--- src/rtl/isa_mailbox_pkg.sv ---
// Shared constants and types for the ISA mailbox responder.
// Register offsets, STATUS/CONTROL bit indices, bus cycle kinds.
package isa_mailbox_pkg;

   localparam logic [1:0] OFF_DATA    = 2'd0;
   localparam logic [1:0] OFF_STATUS  = 2'd1;
   localparam logic [1:0] OFF_CONTROL = 2'd2;
   localparam logic [1:0] OFF_RXCOUNT = 2'd3;

   localparam int ST_RX_NE = 0;
   localparam int ST_TX_NF = 1;
   localparam int ST_ERR   = 2;
   localparam int ST_IRQ   = 3;
   localparam int ST_TC    = 4;

   localparam int CT_RX_IRQ  = 0;
   localparam int CT_TX_IRQ  = 1;
   localparam int CT_DMA_EN  = 2;
   localparam int CT_DMA_DIR = 3;
   localparam int CT_TC_IRQ  = 4;

   typedef enum logic [2:0] {
      CYC_NONE,
      CYC_IO_RD,
      CYC_IO_WR,
      CYC_DMA_RD,
      CYC_DMA_WR
   } cyc_t;

endpackage

--- src/rtl/isa_mailbox_fifo.sv ---
// Synchronous show-ahead FIFO used for the RX and TX byte paths.
// Push is ignored when full, pop is ignored when empty.
module isa_mailbox_fifo #(
   parameter int DEPTH = 16,
   parameter int W = 8,
   localparam int AW = $clog2(DEPTH)
) (
   input  logic          clock,
   input  logic          reset_n,
   input  logic          push,
   input  logic [W-1:0]  push_data,
   input  logic          pop,
   output logic [W-1:0]  head,
   output logic          full,
   output logic          empty,
   output logic [AW:0]   count
);

   logic [W-1:0]  mem [DEPTH];
   logic [AW-1:0] wr_ptr;
   logic [AW-1:0] rd_ptr;
   logic          do_push;
   logic          do_pop;

   assign full    = (count == (AW+1)'(DEPTH));
   assign empty   = (count == '0);
   assign do_push = push & ~full;
   assign do_pop  = pop & ~empty;
   assign head    = mem[rd_ptr];

   always_ff @(posedge clock) begin
      if (do_push) mem[wr_ptr] <= push_data;
   end

   always_ff @(posedge clock) begin
      if (!reset_n) begin
         wr_ptr <= '0;
         rd_ptr <= '0;
         count  <= '0;
      end else begin
         if (do_push) wr_ptr <= wr_ptr + AW'(1);
         if (do_pop)  rd_ptr <= rd_ptr + AW'(1);
         if (do_push && !do_pop)
            count <= count + (AW+1)'(1);
         else if (do_pop && !do_push)
            count <= count - (AW+1)'(1);
      end
   end

endmodule

--- src/rtl/isa_mailbox_responder.sv ---
// ISA I/O + DMA slave mailbox with RX/TX byte FIFOs.
// DMA cycles, DREQ and TC handling exist only with ISA_MAILBOX_DMA_EN.
module isa_mailbox_responder
   import isa_mailbox_pkg::*;
#(
   parameter logic [9:0] BASE_ADDR = 10'h2E0,
   parameter int FIFO_DEPTH = 16,
   parameter int WAIT_CYCLES = 2
) (
   input  logic        clock,
   input  logic        reset_n,
   input  logic [19:0] address,
   input  logic [7:0]  data_bus,
   input  logic        io_read_n,
   input  logic        io_write_n,
   input  logic        address_enable_n,
   input  logic        dma_acknowledge_n,
   input  logic        terminal_count_n,
   output logic [7:0]  data_bus_out,
   output logic        data_bus_out_enable,
   output logic        io_channel_ready,
   output logic        interrupt_request,
   output logic        dma_request,
   input  logic [7:0]  rx_in_data,
   input  logic        rx_in_valid,
   output logic        rx_in_ready,
   output logic [7:0]  tx_out_data,
   output logic        tx_out_valid,
   input  logic        tx_out_ready
);

   localparam int CW = $clog2(FIFO_DEPTH) + 1;
   localparam int WW = $clog2(WAIT_CYCLES + 2);

`ifdef ISA_MAILBOX_DMA_EN
   localparam logic [4:0] CTRL_MASK = 5'h1F;
`else
   localparam logic [4:0] CTRL_MASK = 5'h03;
`endif

   logic          prev_low;
   logic          in_cycle;
   cyc_t          cyc;
   logic [1:0]    cyc_off;
   logic          rd_empty_q;
   logic [7:0]    wdata_q;
   logic [WW-1:0] wait_cnt;
   logic [4:0]    ctrl;
   logic          err;
   logic          tc_seen;

   logic          rx_full, rx_empty, tx_full, tx_empty;
   logic [7:0]    rx_head;
   logic [CW-1:0] rx_count, tx_count;

   logic rd_low, wr_low, strobe_low;
   logic hit, dma_cyc, start, end_cyc;
   logic is_rd_cyc, is_dma_cyc;
   logic rx_pop, tx_push;
   logic [1:0] rd_off;
   logic [7:0] rd_val, status_val;
   cyc_t start_type;

   assign rd_low     = ~io_read_n;
   assign wr_low     = ~io_write_n;
   assign strobe_low = rd_low | wr_low;
   assign hit        = (address[9:2] == BASE_ADDR[9:2])
                     & ~address_enable_n;

`ifdef ISA_MAILBOX_DMA_EN
   assign dma_cyc = ~dma_acknowledge_n & address_enable_n
                  & ctrl[CT_DMA_EN];
`else
   assign dma_cyc = 1'b0;
`endif

   // A start needs exactly one strobe falling and a qualifying cycle.
   assign start = ~in_cycle & strobe_low & ~prev_low
                & (rd_low ^ wr_low) & (hit | dma_cyc);

   assign start_type = dma_cyc ? (rd_low ? CYC_DMA_RD : CYC_DMA_WR)
                               : (rd_low ? CYC_IO_RD : CYC_IO_WR);
   assign rd_off     = dma_cyc ? OFF_DATA : address[1:0];

   assign is_rd_cyc  = (cyc == CYC_IO_RD) | (cyc == CYC_DMA_RD);
   assign is_dma_cyc = (cyc == CYC_DMA_RD) | (cyc == CYC_DMA_WR);
   assign end_cyc    = in_cycle & (is_rd_cyc ? io_read_n : io_write_n);

   assign rx_pop  = end_cyc & is_rd_cyc & (cyc_off == OFF_DATA)
                  & ~rd_empty_q;
   assign tx_push = end_cyc & ~is_rd_cyc & (cyc_off == OFF_DATA);

   assign status_val = {3'b000, tc_seen, interrupt_request, err,
                        ~tx_full, ~rx_empty};

   always_comb begin
      rd_val = 8'h00;
      case (rd_off)
         OFF_DATA:    rd_val = rx_empty ? 8'hFF : rx_head;
         OFF_STATUS:  rd_val = status_val;
         OFF_CONTROL: rd_val = {3'b000, ctrl};
         default:     rd_val = 8'(rx_count);
      endcase
   end

   always_ff @(posedge clock) begin
      if (!reset_n) begin
         prev_low            <= 1'b1;
         in_cycle            <= 1'b0;
         cyc                 <= CYC_NONE;
         cyc_off             <= OFF_DATA;
         rd_empty_q          <= 1'b0;
         wdata_q             <= 8'h00;
         wait_cnt            <= '0;
         ctrl                <= 5'h00;
         err                 <= 1'b0;
         tc_seen             <= 1'b0;
         data_bus_out        <= 8'h00;
         data_bus_out_enable <= 1'b0;
         io_channel_ready    <= 1'b1;
         interrupt_request   <= 1'b0;
      end else begin
         prev_low <= strobe_low;
         if (start) begin
            in_cycle   <= 1'b1;
            cyc        <= start_type;
            cyc_off    <= rd_off;
            rd_empty_q <= rx_empty;
            wdata_q    <= data_bus;
            if (rd_low) begin
               data_bus_out        <= rd_val;
               data_bus_out_enable <= 1'b1;
            end
            if (WAIT_CYCLES != 0) begin
               io_channel_ready <= 1'b0;
               wait_cnt         <= WW'(WAIT_CYCLES - 1);
            end
         end else begin
            if (!io_channel_ready) begin
               if (wait_cnt == '0) io_channel_ready <= 1'b1;
               else wait_cnt <= wait_cnt - WW'(1);
            end
            if (in_cycle && !end_cyc) wdata_q <= data_bus;
            if (end_cyc) begin
               in_cycle            <= 1'b0;
               cyc                 <= CYC_NONE;
               data_bus_out_enable <= 1'b0;
               if (is_rd_cyc) begin
                  if (cyc_off == OFF_DATA && rd_empty_q) err <= 1'b1;
               end else begin
                  case (cyc_off)
                     OFF_DATA: if (tx_full) err <= 1'b1;
                     OFF_STATUS: begin
                        if (wdata_q[ST_ERR]) err <= 1'b0;
                        if (wdata_q[ST_TC]) tc_seen <= 1'b0;
                     end
                     OFF_CONTROL: ctrl <= wdata_q[4:0] & CTRL_MASK;
                     default: ;
                  endcase
               end
`ifdef ISA_MAILBOX_DMA_EN
               if (is_dma_cyc && !terminal_count_n) begin
                  tc_seen         <= 1'b1;
                  ctrl[CT_DMA_EN] <= 1'b0;
               end
`endif
            end
         end
         interrupt_request <= (ctrl[CT_RX_IRQ] & ~rx_empty)
                            | (ctrl[CT_TX_IRQ] & tx_empty)
                            | (ctrl[CT_TC_IRQ] & tc_seen);
      end
   end

`ifdef ISA_MAILBOX_DMA_EN
   always_ff @(posedge clock) begin
      if (!reset_n) dma_request <= 1'b0;
      else dma_request <= ctrl[CT_DMA_EN] & ~in_cycle
         & (ctrl[CT_DMA_DIR] ? ~rx_empty : ~tx_full);
   end
   logic unused_bits;
   assign unused_bits = ^{address[19:10], tx_count, is_dma_cyc};
`else
   assign dma_request = 1'b0;
   logic unused_bits;
   assign unused_bits = ^{address[19:10], tx_count, is_dma_cyc,
                          dma_acknowledge_n, terminal_count_n};
`endif

   assign rx_in_ready  = ~rx_full;
   assign tx_out_valid = ~tx_empty;

   isa_mailbox_fifo #(.DEPTH(FIFO_DEPTH), .W(8)) u_rx (
      .clock     (clock),
      .reset_n   (reset_n),
      .push      (rx_in_valid),
      .push_data (rx_in_data),
      .pop       (rx_pop),
      .head      (rx_head),
      .full      (rx_full),
      .empty     (rx_empty),
      .count     (rx_count)
   );

   isa_mailbox_fifo #(.DEPTH(FIFO_DEPTH), .W(8)) u_tx (
      .clock     (clock),
      .reset_n   (reset_n),
      .push      (tx_push),
      .push_data (wdata_q),
      .pop       (tx_out_ready),
      .head      (tx_out_data),
      .full      (tx_full),
      .empty     (tx_empty),
      .count     (tx_count)
   );

endmodule

--- config.mk ---
export PLATFORM = sky130hd
export DESIGN_NAME = isa_mailbox_responder
export DESIGN_NICKNAME = d
export VERILOG_FILES = /design/src/rtl/isa_mailbox_pkg.sv /design/src/rtl/isa_mailbox_fifo.sv /design/src/rtl/isa_mailbox_responder.sv
export SDC_FILE = /design/constraint.sdc
export NUM_CORES = 1
export LEC_CHECK = 0
export BUFFER_PORTS_ARGS = -buffer_cell sky130_fd_sc_hd__buf_2
export CAP_MARGIN = 0
export CORE_MARGIN = 5
export CORE_UTILIZATION = 60
export DETAILED_ROUTE_END_ITERATION = 10
export GPL_TIMING_DRIVEN = 0
export PLACE_DENSITY = 0.83
export SLEW_MARGIN = 20
export SYNTH_ARGS = -nofsm -noshare
export SYNTH_HDL_FRONTEND = slang
export SYNTH_SLANG_ARGS = --single-unit
--- constraint.sdc ---
create_clock -name clock -period 3.4 [get_ports clock]
set_clock_uncertainty 0.05 [all_clocks]
set_input_delay 0 -clock clock [delete_from_list [all_inputs] [get_ports clock]]
set_output_delay 0 -clock clock [all_outputs]
set_load 0.05 [all_outputs]
**After elaboration in Yosys (flattened, before gate mapping)**

Memories as Yosys holds them, arrays and structs flattened. A register that Yosys moved wholly into a read port is not among the register bits.
Cells that the tools add are included.

- Output and inout bits: 22
- Memories kept: 2
- Bits in registers: 58
- Input bits: 45
- Bits in writable memories: 256
- Bits in latches: 0
- ROM bits: 0

Memories:

| name | words | bits a word | read ports | clocked after memory_dff | wr ports | line | RTL |
|---|---|---|---|---|---|---|---|
| u_rx.mem | 16 | 8 | 1 | 1 | 1 | isa_mailbox_fifo.sv:19 | `logic [W-1:0] mem [DEPTH];` |
| u_tx.mem | 16 | 8 | 1 | 1 | 1 | isa_mailbox_fifo.sv:19 |  |

- Shifts and indexed selects: 0
- Bitwise operators: 36
- Multiplexer cells: 35
- Multiply operators: 0
- Equal/unequal tests: 15
- Reductions and logical operators: 28
- Magnitude comparators: 0
- Div/mod/pow operators: 0
- $add $sub $neg: 9

Operators by type and width:

| cell | number |
|---|---|
| $mux W8 | 3 |
| $pmux W8 S3 | 1 |
| $mux W5 | 4 |
| $mux W1 | 19 |
| $and A1 B1 Y1 | 17 |
| $add A4 B1 Y4 const B | 4 |
| $mux W4 | 4 |
| $not A1 Y1 | 15 |
| $add A5 B1 Y5 const B | 2 |
| $eq A5 B5 Y1 const B | 2 |
| $logic_not A5 Y1 | 2 |
| $sub A5 B1 Y5 const B | 2 |
| $eq A8 B8 Y1 const B | 1 |
| $reduce_and A2 Y1 | 4 |
| $reduce_bool A2 Y1 | 4 |
| $logic_and A1 B1 Y1 | 6 |
| $logic_not A2 Y1 | 3 |
| $mux W3 | 2 |
| $reduce_and A6 Y1 | 1 |
| $logic_not A1 Y1 | 5 |
| $eq A2 B1 Y1 const B | 2 |
| $eq A2 B2 Y1 const B | 2 |
| $ne A2 B1 Y1 const B | 2 |
| $ne A2 B2 Y1 const B | 2 |
| 12 further kinds | 14 |

**Logic depth before layout (Yosys ltp)**

Gate-level depths: netlist of run 1.

- Depth in word-level cells: 11
- Mapped depth: 13

**Modules after synthesis**

From an unflattened synthesis of run 1, not the netlist that was laid out.

- Cell total of the unflattened synthesis: 779
- Area total of the unflattened synthesis: 12995.0 µm²

Modules (own cells, without submodules):

| module | sequential area each (µm²) | cells an instance | instances | area each (µm²) |
|---|---|---|---|---|
| isa_mailbox_fifo | 4184.0 | 307 | 2 | 5750.5 |
| isa_mailbox_responder | 600.6 | 165 | 1 | 1493.9 |

**Worst setup path after synthesis of run 1**

No wires, ideal clock.

- Kind: register -> register
- Start: register u_tx.count[0]
- End: register u_tx.count[4]
- Buffers on the path: 0
- Slack: 416 ps
- Clock period less this slack: 2984 ps
- Cell stages (with the launch flop): 12
- Required time: 3278 ps
- Arrival: 2862 ps
- Path through: dfxtp_1 > nor4_4 > nand2_1 > nand2_1 > ha_1 > inv_1 > ha_1 > nor2b_1 > o21a_1 > or3_1 > a21oi_1 > mux2i_1

- Word-level cells in the longest chain between the ends: 6
- Elaborated cells on any way between the ends: 15
- Classes of those cells: add/sub: 2; eq/ne: 1; mux: 2; bitwise: 4; reduce/logical: 6

Ends and longest elaborated chain:

| item | line | RTL |
|---|---|---|
| start, declared | isa_mailbox_fifo.sv:16 | `output logic [AW:0] count` |
| start signal, assigned | isa_mailbox_fifo.sv:44 | `count <= count + (AW+1)'(1);` |
| start signal, assigned | isa_mailbox_fifo.sv:46 | `count <= count - (AW+1)'(1);` |
| $logic_not A5 Y1 * | isa_mailbox_fifo.sv:26 | `assign empty = (count == '0);` |
| $not A1 Y1 * | -- |  |
| via tx_out_valid | isa_mailbox_responder.sv:28 | `output logic tx_out_valid,` |
| $and A1 B1 Y1 * | isa_mailbox_fifo.sv:28 | `assign do_pop = pop & ~empty;` |
| $logic_not A1 Y1 | isa_mailbox_fifo.sv:43 | `if (do_push && !do_pop)` |
| $logic_and A1 B1 Y1 | isa_mailbox_fifo.sv:43 |  |
| $mux W5 or $reduce_bool A2 Y1 (tied branches) | -- |  |

Mark *: on every way through the listed nets, which the timed path passes. The rest lies on a longest branch. The select of a mux whose other input is x is not followed.
A chain may end at the register's enable or synchronous reset.

**Final worst setup path of run 1**

- Start: register cyc[0]
- End: register u_tx.count[4]

- Word-level cells in the longest chain between the ends: 10
- Elaborated cells on any way between the ends: 14
- Classes of those cells: eq/ne: 2; mux: 2; bitwise: 6; reduce/logical: 4

Ends and longest elaborated chain:

| item | line | RTL |
|---|---|---|
| start, declared | isa_mailbox_responder.sv:43 | `cyc_t cyc;` |
| start signal, assigned | isa_mailbox_responder.sv:126 | `cyc <= start_type;` |
| $eq A3 B1 Y1 or $eq A3 B2 Y1 (tied branches) | -- |  |
| $or A1 B1 Y1 * | isa_mailbox_responder.sv:85 | `assign is_rd_cyc = (cyc == CYC_IO_RD) \| (cyc == CYC_DMA_RD);` |
| $mux W1 | isa_mailbox_responder.sv:87 | `assign end_cyc = in_cycle & (is_rd_cyc ? io_read_n : io_write_n);` |
| $and A1 B1 Y1 | isa_mailbox_responder.sv:87 |  |
| $and A1 B1 Y1 * (2 in series) | isa_mailbox_responder.sv:91 | `assign tx_push = end_cyc & ~is_rd_cyc & (cyc_off == OFF_DATA);` |
| $and A1 B1 Y1 * | isa_mailbox_fifo.sv:27 | `assign do_push = push & ~full;` |
| via u_tx.do_push | isa_mailbox_fifo.sv:22 | `logic do_push;` |
| $logic_not A1 Y1 | isa_mailbox_fifo.sv:45 | `else if (do_pop && !do_push)` |
| $logic_and A1 B1 Y1 | isa_mailbox_fifo.sv:45 |  |
| $reduce_bool A2 Y1 (no line) | -- |  |

Mark *: on every way through the listed nets, which the timed path passes. The rest lies on a longest branch.

==> reports/metrics.csv, run 1 <==
stage,metric,value,unit
timing,relative slew slack,31.04,%
yosys,synthesized area per cell,16.90,sq um
grt,vias in the first global route,7350,
yosys,syn nets,832,
clock_network,clk slew on worst S/H paths,0.06,ns
clock_network,Max H-tree Level,1,
min_path,Hold WC Path Type,input pin to flop,
power,switching part of the total,24.20,%
clock_network,CTS buffer count,31,
critical_path,family with the most delay on the worst path,simple AND/OR/NAND/NOR gates,
power,peak ir drop on the vdd network,0.0004372,V
timing,Final Cycle Share,90.85,%
layout,area of the multi-input gates,3696,sq um
clock_network,CTS Root Cell,clkbuf_16,
die,die height,156.8,microns
critical_path,CP Buf/Inv Count,2,
layout,storage element area,8969,sq um
placement,RePlAce Congestion,0.8447,
grt,largest net degree at the start of global routing,19,
timing,Final TNS setup,0,ns
timing,final setup fails,0,
timing,Final Hold Violating Endpoints,0,
power,clock share of power,37.4,%
timing,worst setup margin,0.3111,ns
drt,via count,7126,
layout,"most common cell after layout, fill and taps aside",edfxtp_1,
die,CORE AREA,21150,sq um
placement,dpl cells,1092,
clock_network,CTS tree,done,
timing,Max Clock Freq,323.7,MHz
layout,ant diodes,0,
drt,Final ANT Viol Nets,0,
drt,drt pass-1 iters,6,
flow_run,Max-Cap Viols,0,
placement,number of port buffers,51,
layout,area delta synth->final,14.96,%
grt,Tot GR Track Use,22.69,%
layout,Non-Filler Instances,1180,
yosys,ys async rst share,0,%
critical_path,Setup CP Type,flop to flop,
drt,starting DRC count in detailed routing,650,
yosys,synthesized area,12930,sq um
die,IO Count,67,
layout,layout cells sized above 1,21.55,%
grt,initial antenna violation count,0,
grt,first-pass GRT wire length,41.94,mm
drt,vias per cell,6.039,
yosys,"flops & latches, synth",320,
layout,nets,949,
clock_network,post-CTS setup buffer count,0,
yosys,count of cell types in the netlist,51,
layout,most frequent cells in the layout,"edfxtp_1, mux4_2, dfxtp_1",
power,Sw Pwr,0.002159,W
critical_path,crit-path cells,"mux2_4, nand3_4, nand3b_4, inv_1, ha_1, inv_1, ha_1, nor2b_1, o21a_1, or3_1, a21oi_1, mux2i_1",
timing,min Tclk post-route,3.089,ns
die,row cnt,53,
timing,Max Slew Vio Count,0,
drt,# DRC,0,
die,die width,156.8,microns
critical_path,Worst path slowest cell,dfxtp_1,
grt,Overflow after GRT,0,
power,pwr/cell area,600.1,nW/um^2
clock_network,insertion delay to the later sink of the worst-skew pair,0.55,ns
critical_path,crit path max fanout,10,
power,part of the power in registers,49.0,%
power,Internal Power,0.006762,W
yosys,register area share after synthesis,69.36,%
die,die area,24590,sq um
yosys,yosys warns,0,
clock_network,# clock sinks,320,
drt,WL/cell,23.03,microns
yosys,Most used DFF post-synth,edfxtp_1,
placement,HPWL Detailed,17.04,mm
clock_network,CTS Buffer Depth,3,
layout,# fillers,1249,
critical_path,Critical Path Start Type,flop,
critical_path,Worst EP arrival,3.52,ns
power,cell leakage power,5.075,nW
drt,WL final,27.18,mm
timing,Worst-Margin Slew,1.031,ns
layout,final instance area,14860,sq um
placement,worst slack at placement,0.3676,ns
critical_path,Worst Path Required,3.83,ns
critical_path,R2R Setup Slk,0.31,ns
timing,RSZ-0062 raised after global routing,no,
die,initial core utilization,61.12,%
critical_path,crit end category,flop,
yosys,"EDFF count, synth",256,
critical_path,maximum single-stage delay on the critical path,0.48,ns
status,status,"complete, no violations",
placement,post-place instance area,13560,sq um
power,Logic pwr share,13.6,%
yosys,Syn Inst Count,765,
==> path summary, 6_finish.rpt <==
path         cells past startpoint         endpoint             from
max reg2reg                     12    u_tx.count[4]           cyc[0]
min                              6  data_bus_out[1]       address[3]
max                             12    u_tx.count[4]           cyc[0]
min reg2reg                      2  data_bus_out[0]  data_bus_out[0]
==> stage by stage <==
| stage | hold slack (ns) | power, W | utilization, % |
|---|---|---|---|
| finish | 0.1295 | 0.008920 | 70.27 |
| global route | 0.1396 | 0.009248 | 70.27 |
| CTS | 0.03002 | 0.008958 | 70.27 |
| detailed placement | 0.1958 | 0.005633 | 64.10 |
| global placement | 0.1841 | 0.005600 | 63.96 |
| floorplan | 0.04887 | 0.005328 | - |
==> state kept, by name, summed over array words and instances (netlist names), 2 cells and up, named ones only <==
signal / flops
u_rx.rd_ptr: 4
wdata_q: 8
u_tx.rd_ptr: 4
u_rx.count: 5
cyc_off: 2
u_tx.count: 5
u_tx.wr_ptr: 4
u_tx.mem: 128
u_rx.wr_ptr: 4
u_rx.mem: 128
ctrl: 2
wait_cnt: 2
data_bus_out: 8
==> power by group through the flow <==
stage | Combinational, W | Sequential [W] | Clock [W]
floorplan | 0.000896 | 0.00443 | 0
global placement | 0.00115 | 0.00445 | 0
detailed placement | 0.00118 | 0.00445 | 0
CTS | 0.00122 | 0.00437 | 0.00337
global route | 0.00131 | 0.00438 | 0.00356
finish | 0.00122 | 0.00437 | 0.00333
==> timing repair <==
item | in CTS | in global routing
hold buffers | 32 | 0
setup endpoints to repair | 0 | 0
hold endpoints to repair | 164 | 0
gates resized for setup | 0 | 0
==> worst reg2reg max path, cell delays in order, from the launching register on <==
cell      delay [ns]
dfxtp_1         0.48
mux2_4          0.25
nand3_4         0.10
nand3b_4        0.25
inv_1           0.21
ha_1            0.26
inv_1           0.10
ha_1            0.31
nor2b_1         0.15
o21a_1          0.17
or3_1           0.30
a21oi_1         0.18
mux2i_1         0.19
==> cells by family after synthesis <==
kind of cell / share of synthesized area [%]
multiplexers: 15.19
AO/OA/AOI/OAI: 3.232
other: 0.02900
AND/OR/NAND/NOR: 6.600
flip-flops: 69.36
adder cells (fa/ha/maj): 2.245
buffers and inverters: 2.255
XOR/XNOR: 1.084
==> synthesized netlist by cell type (all sizes together) (6+ instances only) <==
library cell	instances	area share (%)
edfxtp	256	59
dfxtp	64	9.9
mux4	64	11
nor2	62	1.8
mux2i	44	3.4
nand2	32	0.93
a21oi	25	0.97
buf	22	1.2
o21ai	21	0.84
ha	20	1.9
inv	19	0.55
clkbuf	16	0.47
and2	13	0.63
nand3	10	0.48
xnor2	10	0.68
nor3	8	0.31
mux2	7	0.64
nor2b	7	0.34
nand4	6	0.29
xor2	6	0.41
==> area by class of cell <==
type	count	share of cell area [%]
Sequential cell	320	60.34
Timing Repair Buffer	84	3.906
Multi-Input combinational cell	388	24.87
Buffer	38	1.481
Inverter	19	0.4798
Clock inverter	18	1.221
Clock buffer	38	5.396
Tap cell	275	2.315
==> layer usage <==
layer	track usage [%]	routed length [microns]	part of all wire (%)	up-vias
li1	-	-	-	3190
met1	28.58	10240	38	3586
met2	40.37	14460	53	280
met3	3.429	1543	5.7	70
met4	7.851	937	3.4	0
met5	0	0	0	-
No activity file was read; power rests on OpenSTA's default activity.
==> run 2: changes to the inputs <==
==> constraint.sdc (replaced) <==
create_clock -name clock -period 3.4 [get_ports clock]
set_clock_uncertainty 0.05 [all_clocks]
set_input_delay 0.68 -clock clock [delete_from_list [all_inputs] [get_ports clock]]
set_output_delay 0.68 -clock clock [all_outputs]
set_load 0.05 [all_outputs]
==> reports/metrics.csv, run 2 (synthesis results as in run 1) <==
stage,metric,value,unit
status,status,"complete, no violations",
die,CORE AREA,21150,sq um
layout,most frequent cells in the layout,"edfxtp_1, mux4_2, dfxtp_1",
die,die width,156.8,microns
layout,top flop regs,"u_rx.mem: 128 flops, u_tx.mem: 128 flops",
layout,area delta synth->final,12.56,%
layout,area of the multi-input gates,3696,sq um
timing,Final TNS setup,0,ns
clock_network,Max H-tree Level,1,
grt,Tot GR Track Use,21.95,%
clock_network,CTS buffer count,31,
power,pwr/cell area,610.8,nW/um^2
grt,Overflow after GRT,0,
clock_network,CTS Buffer Depth,3,
critical_path,maximum single-stage delay on the critical path,0.57,ns
placement,number of port buffers,51,
clock_network,CTS Root Cell,clkbuf_16,
clock_network,post-CTS setup buffer count,0,
drt,starting DRC count in detailed routing,677,
die,initial core utilization,61.12,%
grt,largest net degree at the start of global routing,19,
power,peak ir drop on the vdd network,0.0004346,V
drt,# DRC,0,
grt,first-pass GRT wire length,40.50,mm
placement,RePlAce Congestion,0.8447,
layout,nets,917,
timing,final setup fails,0,
clock_network,insertion delay to the later sink of the worst-skew pair,0.55,ns
layout,final instance area,14550,sq um
critical_path,Worst path most repeated cell,mux4_2,
clock_network,# clock sinks,320,
clock_network,clk slew on worst S/H paths,0.06,ns
grt,vias in the first global route,7075,
timing,Max Clock Freq,300.2,MHz
timing,Max Slew Vio Count,0,
clock_network,CTS tree,done,
critical_path,Setup CP Type,flop to primary output,
timing,Worst-Margin Slew,1.032,ns
critical_path,crit end category,primary output,
placement,HPWL Detailed,17.04,mm
timing,worst setup margin,0.06865,ns
layout,fin util,68.80,%
drt,vias per cell,6.072,
critical_path,crit-path cells,"clkbuf_4, buf_8, mux4_2, mux4_2, buf_2",
power,cell leakage power,4.949,nW
grt,initial antenna violation count,0,
timing,relative slew slack,30.95,%
die,die area,24590,sq um
placement,worst slack at placement,-0.08857,ns
min_path,Hold WC Path Type,input pin to flop,
drt,via count,6971,
critical_path,crit path max fanout,10,
critical_path,Worst Path Required,2.67,ns
flow_run,Max-Cap Viols,0,
die,die height,156.8,microns
drt,WL/cell,22.90,microns
layout,layout cells sized above 1,22.68,%
placement,post-place instance area,13560,sq um
layout,ant diodes,0,
critical_path,Worst EP arrival,2.60,ns
drt,Final ANT Viol Nets,0,
layout,storage element area,8969,sq um
clock_network,hold buffer count at cts,0,
drt,drt pass-1 iters,5,
die,IO Count,67,
die,row cnt,53,
layout,"most common cell after layout, fill and taps aside",edfxtp_1,
layout,# fillers,1300,
timing,Worst Hold Slack,0.3236,ns
drt,WL final,26.29,mm
timing,Final Cycle Share,97.98,%
timing,min Tclk post-route,3.331,ns
critical_path,Critical Path Start Type,flop,
timing,Final Hold Violating Endpoints,0,
critical_path,Worst path slowest cell,mux4_2,
[run 2: changes by cell type in the layout (fill, tap and decap cells not counted)]
cell / delta
buf_1: -3
dlygate4sd3_1: -32
buf_2: +2
buf_8: +1
buf_6: -1
clkbuf_4: +1
[run 2: worst paths after layout]
| path | startpoint | endpoint | slack (ns) | cells past startpoint |
|---|---|---|---|---|
| max reg2reg | cyc[0] | u_tx.count[4] | 0.32 | 12 |
| max | flop | tx_out_data[2] | 0.07 | 5 |
| min | data_bus[5] | wdata_q[5] | 0.32 | 3 |
| min reg2reg | data_bus_out[0] | data_bus_out[0] | 0.43 | 2 |
[run 2: timing repair]
item | in CTS | in global routing
resized for setup | 4 | 1
endpoints found under the setup margin | 8 | 4
endpoints found under the hold margin | 0 | 0
[run 2: area by class of cell]
cell class | instances | area share, %
Buffer | 38 | 1.582
Clock buffer | 38 | 5.511
Clock inverter | 18 | 1.247
Inverter | 19 | 0.4900
Multi-Input combinational cell | 388 | 25.40
Sequential cell | 320 | 61.62
Tap cell | 275 | 2.364
Timing Repair Buffer | 52 | 1.788
[run 2: through the flow]
stage          total power, W  instances
2_1_floorplan        0.005328        765
3_3_place_gp         0.005600       1091
3_5_place_dp         0.005633       1092
4_1_cts              0.008937       1148
5_1_grt              0.009224       1148
6_report             0.008889       1148
[run 2: layer usage]
metal  share of wire (%)  global-route usage (%)  vias up
li1                    -                       -     3122
met3                 6.1                   3.346       54
met4                 2.8                   7.149        0
met1                  38                   27.70     3514
met5                   0                       0        -
met2                  53                   39.21      281
[run 2: report_power, final]
part	switching (W)	internal (W)	leakage (nW)
clock	0.00136	0.00196	0.485
sequential	0.0000824	0.00429	2.95
combinational	0.000697	0.000494	1.51
[run 2: worst max-delay path: cells and delay by family, from the launching register on]
family	cells	cell delay [ns]
buffers and inverters	3	0.63
DFF	1	0.30
muxes	2	1.11
==> run 3: changes to the inputs <==
- ABC_AREA: default -> 1
==> reports/metrics.csv, run 3 <==
stage,metric,value,unit
yosys,Most used DFF post-synth,edfxtp_1,
yosys,yosys warns,0,
drt,vias per cell,5.903,
layout,area delta synth->final,11.71,%
layout,layout cells sized above 1,10.43,%
die,CORE AREA,21960,sq um
grt,first-pass GRT wire length,48.53,mm
grt,Tot GR Track Use,23.92,%
yosys,top cell type's share of synthesized area,57.25,%
drt,WL/cell,19.60,microns
critical_path,Worst EP arrival,2.50,ns
timing,RSZ-0062 raised after global routing,no,
power,pwr/cell area,615.7,nW/um^2
grt,initial antenna violation count,0,
power,part of the power in registers,47.0,%
timing,Final Hold Violating Endpoints,0,
drt,WL final,31.04,mm
critical_path,Reg2Reg Depth,17,
grt,largest net degree at the start of global routing,19,
clock_network,insertion delay to the later sink of the worst-skew pair,0.55,ns
critical_path,crit path max fanout,10,
power,cell leakage power,5.567,nW
grt,vias in the first global route,9293,
timing,Worst-Margin Slew,0.9187,ns
die,die area,25470,sq um
drt,via count,9351,
power,Internal Power,0.006662,W
timing,Max Clock Freq,309.9,MHz
grt,Overflow after GRT,0,
timing,min Tclk post-route,3.227,ns
yosys,count of cell types in the netlist,40,
yosys,Syn Inst Count,1196,
clock_network,CTS buffer count,30,
yosys,register area share after synthesis,66.80,%
critical_path,crit end category,primary output,
clock_network,clk slew on worst S/H paths,0.06,ns
layout,ant diodes,0,
clock_network,CTS tree,done,
clock_network,CTS Root Cell,clkbuf_16,
yosys,ys async rst share,0,%
placement,dpl cells,1528,
yosys,Area contributors post-synth,"edfxtp_1, dfxtp_1, o21ai_0",
yosys,synthesized area per cell,11.23,sq um
power,clock share of power,35.4,%
power,switching part of the total,27.86,%
die,die width,159.6,microns
critical_path,Worst Path Required,2.67,ns
drt,drt pass-1 iters,6,
clock_network,CTS Buffer Depth,3,
min_path,hold path depth,3,
yosys,Yosys top cell by area,edfxtp_1,
power,peak ir drop on the vdd network,0.0004916,V
drt,Final ANT Viol Nets,0,
critical_path,Setup CP Type,flop to primary output,
clock_network,hold buffer count at cts,0,
flow_run,Max-Cap Viols,0,
yosys,"flops & latches, synth",320,
yosys,"EDFF count, synth",256,
placement,RePlAce Congestion,0.9282,
timing,Max Slew Vio Count,0,
layout,most frequent cells in the layout,"edfxtp_1, nor2_1, nand2_1",
die,die height,159.6,microns
timing,final setup fails,0,
yosys,synthesized area,13430,sq um
timing,relative slew slack,38.52,%
clock_network,# clock sinks,320,
placement,HPWL Detailed,21.02,mm
status,status,"complete, no violations",
drt,starting DRC count in detailed routing,1063,
yosys,"count leader, synth",edfxtp_1,
power,Logic pwr share,17.6,%
clock_network,Max H-tree Level,1,
placement,number of port buffers,52,
layout,nets,1347,
timing,Final Cycle Share,94.92,%
layout,"most common cell after layout, fill and taps aside",edfxtp_1,
critical_path,Critical Path Start Type,flop,
drt,# DRC,0,
timing,Final TNS setup,0,ns
die,initial core utilization,61.15,%
power,Sw Pwr,0.002573,W
layout,top flop regs,"u_rx.mem: 128 flops, u_tx.mem: 128 flops",
layout,Non-Filler Instances,1584,
die,IO Count,67,
yosys,commonest cells in the netlist,"edfxtp_1, nor2_1, nand2_1",
die,row cnt,54,
min_path,Hold WC Path Type,input pin to flop,
yosys,syn nets,1263,
[run 3: changes by cell type in the layout (fill, tap and decap cells not counted), moves of 41 or more]
cell and delta:
nor2_1 +86, o211ai_1 +53, inv_1 +95, o21ai_0 +95, a21oi_1 +41, mux4_2 -64
nand2_1 +115, nand3_1 +68
[run 3: power by group through the flow]
stage	Sequential, W	Clock, W	Combinational, W
3_3_place_gp	0.00442	0	0.00155
3_5_place_dp	0.00442	0	0.00159
4_1_cts	0.00434	0.00328	0.00161
2_1_floorplan	0.00441	0	0.00114
5_1_grt	0.00434	0.00346	0.00178
6_report	0.00434	0.00327	0.00163
[run 3: repair_timing]
item / 4_1_cts / 5_1_grt
endpoints found under the setup margin: 0 / 4
setup buffers: 0 / 0
resized for setup: 0 / 4
[run 3: kinds of logic (layout without fill, tap and decap cells)]
family	Yosys count	after routing	synth area share, %
other	1	1	0.02793
AND/OR/NAND/NOR	395	395	12.49
multiplexers	32	32	2.386
buffers and inverters	172	280	5.246
AO/OA/AOI/OAI	245	245	10.31
flip-flops	320	320	66.80
adder cells (fa/ha/maj)	22	22	2.162
XOR/XNOR	9	9	0.5870
[run 3: area by class of cell]
class,count,area (sq um)
clock inverters,16,151.4
plain buffers,54,255.2
clock buffers,40,809.5
flip-flops and latches,320,8969
repair buffers,52,260.3
well taps,280,350.3
multi-input cells,704,3754
inverters,118,450.4
fillers,1470,6959
[run 3: path summary, 6_finish.rpt]
kind                         from         endpoint  slack (ns)
setup / recovery             flop   tx_out_data[2]        0.17
hold / removal        data_bus[5]       wdata_q[5]        0.32
setup reg to reg           cyc[0]    u_tx.count[4]        0.61
hold reg to reg   data_bus_out[5]  data_bus_out[5]        0.42
[run 3: critical path, stage by stage, from the launching register on]
cell	delay [ns]
dfxtp_1	0.32
clkbuf_1	0.32
buf_1	0.45
a21oi_1	0.07
o21ai_0	0.15
o211ai_1	0.20
o211ai_1	0.15
nand2_1	0.07
buf_2	0.21
[run 3: through the flow]
step                setup WS (ns)  total power (W)  utilization [%]  area (sq um)  hold WS [ns]
floorplan                  0.5847         0.005543                -         13430        0.3889
global placement           0.3779         0.005964            63.93         14040        0.4068
detailed placement         0.2992         0.006015            63.93         14040        0.4118
CTS                       0.04284         0.009223            68.30         15000        0.2994
global route              0.01862         0.009589            68.31         15000        0.3233
finish                     0.1728         0.009236            68.31         15000        0.3170
[run 3: per-layer routing]
layer  wire [microns]  vias to the layer above  share of wire (%)  track usage, %
met5                0                        -                  0               0
met4              774                        0                2.5           6.588
met3             3181                       74                 10           4.530
met2            14880                      528                 48           39.47
met1            12210                     4421                 39           32.94
li1                 -                     4328                  -               -
